## config.mk

```make
export PLATFORM = sky130hd
export DESIGN_NAME = nibble_serial_adder_ctrl
export DESIGN_NICKNAME = d
export VERILOG_FILES = /design/src/rtl/nibble_serial_adder_ctrl.sv
export SDC_FILE = /design/constraint.sdc
export NUM_CORES = 1
export LEC_CHECK = 0
export CAP_MARGIN = 20
export CORE_MARGIN = 8
export CORE_UTILIZATION = 45
export DETAILED_ROUTE_END_ITERATION = 16
export PLACE_DENSITY = 0.86
export SYNTH_ARGS = -nofsm -noshare
export SYNTH_HDL_FRONTEND = slang
export SYNTH_SLANG_ARGS = --single-unit
export TNS_END_PERCENT = 1
```

## constraint.sdc

```tcl
create_clock -name clk -period 1.8 [get_ports clk]
set_clock_uncertainty 0.05 [all_clocks]
set_input_delay 0.18 -clock clk [delete_from_list [all_inputs] [get_ports clk]]
set_output_delay 0.18 -clock clk [all_outputs]
set_load 0.02 [all_outputs]
```

## src/rtl/nibble_serial_adder_ctrl.sv

```systemverilog
// Nibble-serial adder controller: streams W-bit operands one nibble at a time
// through an external 4-bit CLA stage of fixed latency and assembles the result.
module nibble_serial_adder_ctrl #(
    parameter int NIBBLES = 4,
    parameter int CLA_LAT = 1
) (
    input  logic                   clk,
    input  logic                   reset,
    input  logic                   start,
    input  logic [4*NIBBLES-1:0]   a_in,
    input  logic [4*NIBBLES-1:0]   b_in,
    input  logic                   c_in,
    output logic                   busy,
    output logic                   done,
    output logic [4*NIBBLES-1:0]   sum,
    output logic                   c_out,
    output logic [3:0]             cla_a,
    output logic [3:0]             cla_b,
    output logic                   cla_c,
    input  logic [3:0]             cla_s,
    input  logic                   cla_co
);

    localparam int W  = 4 * NIBBLES;
    localparam int KW = (NIBBLES > 1) ? $clog2(NIBBLES) : 1;
    localparam logic [2:0] LAST_CNT = (CLA_LAT == 0) ? 3'd0 : 3'(CLA_LAT - 1);

    typedef enum logic [1:0] {S_IDLE, S_ISSUE, S_WAIT, S_DONE} state_t;

    state_t          state;
    state_t          next_state;
    logic [KW-1:0]   k;
    logic [2:0]      cnt;
    logic [W-1:0]    a_sh;
    logic [W-1:0]    b_sh;
    logic [W-1:0]    acc;

    logic            accept;
    logic            sample;
    logic            last;
    logic [W-1:0]    a_next;
    logic [W-1:0]    b_next;
    logic [W-1:0]    acc_next;
    logic [W+3:0]    acc_ext;

    // NOTE: sequential state uses non-blocking assignments so every register
    // samples pre-edge values regardless of process ordering.
    always_ff @(posedge clk) begin
        if (reset) state <= S_IDLE;
        else       state <= next_state;
    end

    // NOTE: every comb output gets a default first, so no path can infer a latch.
    always_comb begin
        next_state = state;
        case (state)
            S_IDLE, S_DONE: next_state = accept ? S_ISSUE : S_IDLE;
            S_ISSUE, S_WAIT: begin
                if (sample) next_state = last ? S_DONE : S_ISSUE;
                else        next_state = S_WAIT;
            end
            default: next_state = S_IDLE;
        endcase
    end

    // Control decode; operand registers shift right so the live nibble sits at [3:0],
    // and result nibbles shift in from the top so nibble 0 lands at [3:0] at the end.
    always_comb begin
        accept   = start && (state == S_IDLE || state == S_DONE);
        sample   = (state == S_ISSUE && CLA_LAT == 0) ||
                   (state == S_WAIT && cnt == LAST_CNT);
        last     = (k == KW'(NIBBLES - 1));
        a_next   = a_sh >> 4;
        b_next   = b_sh >> 4;
        acc_ext  = {cla_s, acc};
        acc_next = acc_ext[W+3:4];
    end

    always_ff @(posedge clk) begin
        if (reset) begin
            busy  <= 1'b0;
            done  <= 1'b0;
            sum   <= '0;
            c_out <= 1'b0;
            cla_a <= '0;
            cla_b <= '0;
            cla_c <= 1'b0;
            k     <= '0;
            cnt   <= '0;
            a_sh  <= '0;
            b_sh  <= '0;
            acc   <= '0;
        end else begin
            busy <= (next_state == S_ISSUE) || (next_state == S_WAIT);
            done <= (next_state == S_DONE);
            if (accept) begin
                a_sh  <= a_in;
                b_sh  <= b_in;
                cla_a <= a_in[3:0];
                cla_b <= b_in[3:0];
                cla_c <= c_in;
                k     <= '0;
                cnt   <= '0;
            end else begin
                if (state == S_ISSUE)     cnt <= '0;
                else if (state == S_WAIT) cnt <= cnt + 3'd1;
                if (sample) begin
                    acc <= acc_next;
                    if (last) begin
                        sum   <= acc_next;
                        c_out <= cla_co;
                    end else begin
                        k     <= k + 1'b1;
                        a_sh  <= a_next;
                        b_sh  <= b_next;
                        cla_a <= a_next[3:0];
                        cla_b <= b_next[3:0];
                        cla_c <= cla_co;
                    end
                end
            end
        end
    end

endmodule
```

==> results.json <==
{
  "status": "complete, no violations",
  "die_y_um": 97.8,
  "grt_antenna_before_repair": 0,
  "p_leak_nw": 1.37,
  "synth_top_family_by_area": "simple AND/OR/NAND/NOR gates",
  "hold_class": "primary input to flip-flop",
  "crit_chain": "inv_1 > ha_2 > and2_4 > buf_6 > nor3_1 > nor4_1",
  "required_ns": 1.99,
  "fp.coreArea_um2": 6640,
  "buffer_ports.inserted": 68,
  "irDropWorstVdd_v": 0.000627,
  "fmax_mhz": 605,
  "fin_tns_setup_ns": 0,
  "critical_path_peak_fanout": 15,
  "ctsHoldBuffers": 0,
  "diodes": 0,
  "ctsRootBufferMaster": "clkbuf_8",
  "ys_seq_area_frac": 0.472,
  "stdcell_count": 497,
  "startpoint_type": "flip-flop",
  "slew_viol_final": 0,
  "setup_violations": 0,
  "synth_xor_area_frac": 0.00873,
  "rsz0062_at_grt": "no",
  "num_rows": 30,
  "yosys.area.top_type_share": 0.472,
  "crit_path_end_kind": "flip-flop",
  "initial_core_util": 0.453,
  "synthArstFlopShare": 0,
  "path_clk_slew_ns": 0.07,
  "synth_compound_area_frac": 0.109,
  "grt_pass1_vias": 2700,
  "period_needed_ns": 1.65,
  "nNetsFinal": 460,
  "drive_above_1_share": 0.0815,
  "area_growth_pct": 29.8,
  "critPathKind": "flip-flop to flip-flop",
  "yosys.area.top_type": "dfxtp_1",
  "grt.total_usage": 0.161,
  "critPathMaxStageDelay_ns": 0.34,
  "dieArea_um2": 9560,
  "drtIter0Drc": 247,
  "cts_max_level": 3,
  "clock-sinks": 71,
  "cts_buffer_depth": 2,
  "synthTopCellsByCount": "dfxtp_1, nor3_1, a21oi_1, nand3_1",
  "synthAdderAreaFrac": 0.0249,
  "ys_ff_latch": 71,
  "final_antenna_net_count": 0,
  "dr.pass1.iters": 4,
  "grt_max_degree": 75,
  "tightestPinTransition_ns": 0.310,
  "pin_count": 69,
  "cp.arrival_ns": 1.85,
  "clkLatencyLatePin_ns": 0.35,
  "fillers": 576,
  "postSynthCellCount": 362,
  "yosys_most_used_dff": "dfxtp_1",
  "avgSynthCellArea_um2": 8.31,
  "yosys_warnings": 0,
  "dr_total_vias": 2747,
  "vias_per_cell": 5.53,
  "maxCapViolCount": 0,
  "grt_pass1_wl_um": 12800,
  "dp_cells": 482,
  "wire_per_inst_um": 15.2,
  "synth_nets": 409,
  "muxShareOfSynthArea": 0.0166,
  "synth-simple-area-share": 0.285,
  "max_slew_margin": 0.793,
  "die_w_um": 97.8,
  "period_share": 0.919,
  "hold_viol": 0,
  "crit_slowest_cell": "dfxtp_1",
  "yosysMostFrequentCell": "dfxtp_1",
  "routed_wl_um": 7560,
  "place_congestion": 0.779,
  "pwr_density_cell_nw_per_um2": 1020,
  "grt_overflow": 0,
  "synth_area_leaders": "dfxtp_1, nor3_1, a21oi_1",
  "hpwl_um": 5190,
  "synth_edf_count": 0,
  "syn-cell-area_um2": 3010,
  "synthDistinctLibCells": 27,
  "cts_tree": "built",
  "cts_buffers": 9,
  "drc_errors": 0
}
==> worst max-delay path: cells and delay by family, from the launching register on <==
family,cells,cell delay [ns]
adders and majority gates,1,0.33
buffers and inverters,2,0.23
DFF,1,0.34
and+or+nand+nor,3,0.60
==> sequential cells by signal, indices dropped and copies added (netlist names), 3 cells and up <==
signal and cells:
a_sh 13, acc 12, b_sh 13, cla_a 3, cla_b 3, cnt 3, sum 16
==> per-stage QoR <==
stage	util	hold slack (ns)	power [mW]	worst slack, ns	cell area (µm²)
after floorplan	-	0.266	2.53	0.131	3010
after global placement	0.558	0.407	2.81	0.160	3710
after detailed placement	0.558	0.406	2.85	0.0624	3710
after CTS	0.585	0.265	3.98	0.0291	3880
after global routing	0.588	0.287	4.20	0.00532	3910
final	0.588	0.264	3.99	0.146	3910
==> final timing paths <==
check	startpoint	end	slack, ns	cells past startpoint
min	reset	sum[5]$_SDFFE_PP0P_	0.26	3
max reg2reg	state[0]$_SDFF_PP0_	a_sh[10]$_SDFFE_PP0P_	0.15	6
min reg2reg	a_sh[15]$_SDFFE_PP0P_	a_sh[15]$_SDFFE_PP0P_	0.42	2
max	state[0]$_SDFF_PP0_	a_sh[10]$_SDFFE_PP0P_	0.15	6
==> area by class of cell <==
type | instances | area (µm²) | area share
Clock buffer | 15 | 176 | 0.0452
Inverter | 4 | 15.0 | 0.00384
Multi-Input combinational cell | 243 | 1340 | 0.343
Timing Repair Buffer | 84 | 852 | 0.218
Tap cell | 80 | 100 | 0.0256
Sequential cell | 71 | 1420 | 0.364
==> report_power, final <==
group	leakage [nW]	switching, mW	internal (mW)	total, mW
Clock	0.0898	0.540	0.608	1.15
Combinational	0.700	0.561	0.464	1.03
Sequential	0.580	0.0867	1.73	1.82
Total	1.37	1.19	2.80	3.99
==> placed cells by master, fill, tap and decap left out, types with 4 or more instances in the layout <==
cell,n
buf_4,8
buf_6,5
nand2_1,10
a21oi_1,34
clkdlybuf4s50_1,67
nand2b_1,6
inv_1,4
nor2_1,27
nand3_1,34
nor4_1,27
clkbuf_8,12
nor3_1,53
mux2i_1,5
dfxtp_1,71
o21ai_0,26
ha_1,5
==> cells by family (layout without fill, tap and decap cells) <==
group                      after synthesis  in the layout
AOI/OAI and AO/OA                       63             63
xor gates and xnor gates                 3              3
adders and majority gates                6              6
buffers and inverters                   48            103
DFF                                     71             71
muxes                                    5              5
and+or+nand+nor                        166            166
==> repair_timing <==
item / 4_1_cts / 5_1_grt
setup buffers: 0 / 0
endpoints found under the setup margin: 0 / 33
gates resized for setup: 0 / 8
==> per-layer routing <==
layer / wire length [µm] / vias up / GRT usage
met5: 0 / - / 0
met2: 3730 / 68 / 0.257
met4: 254 / 0 / 0.0743
met1: 3200 / 1283 / 0.193
li1: - / 1380 / -
met3: 381 / 16 / 0.0505
(Power assumes the default switching activity.)
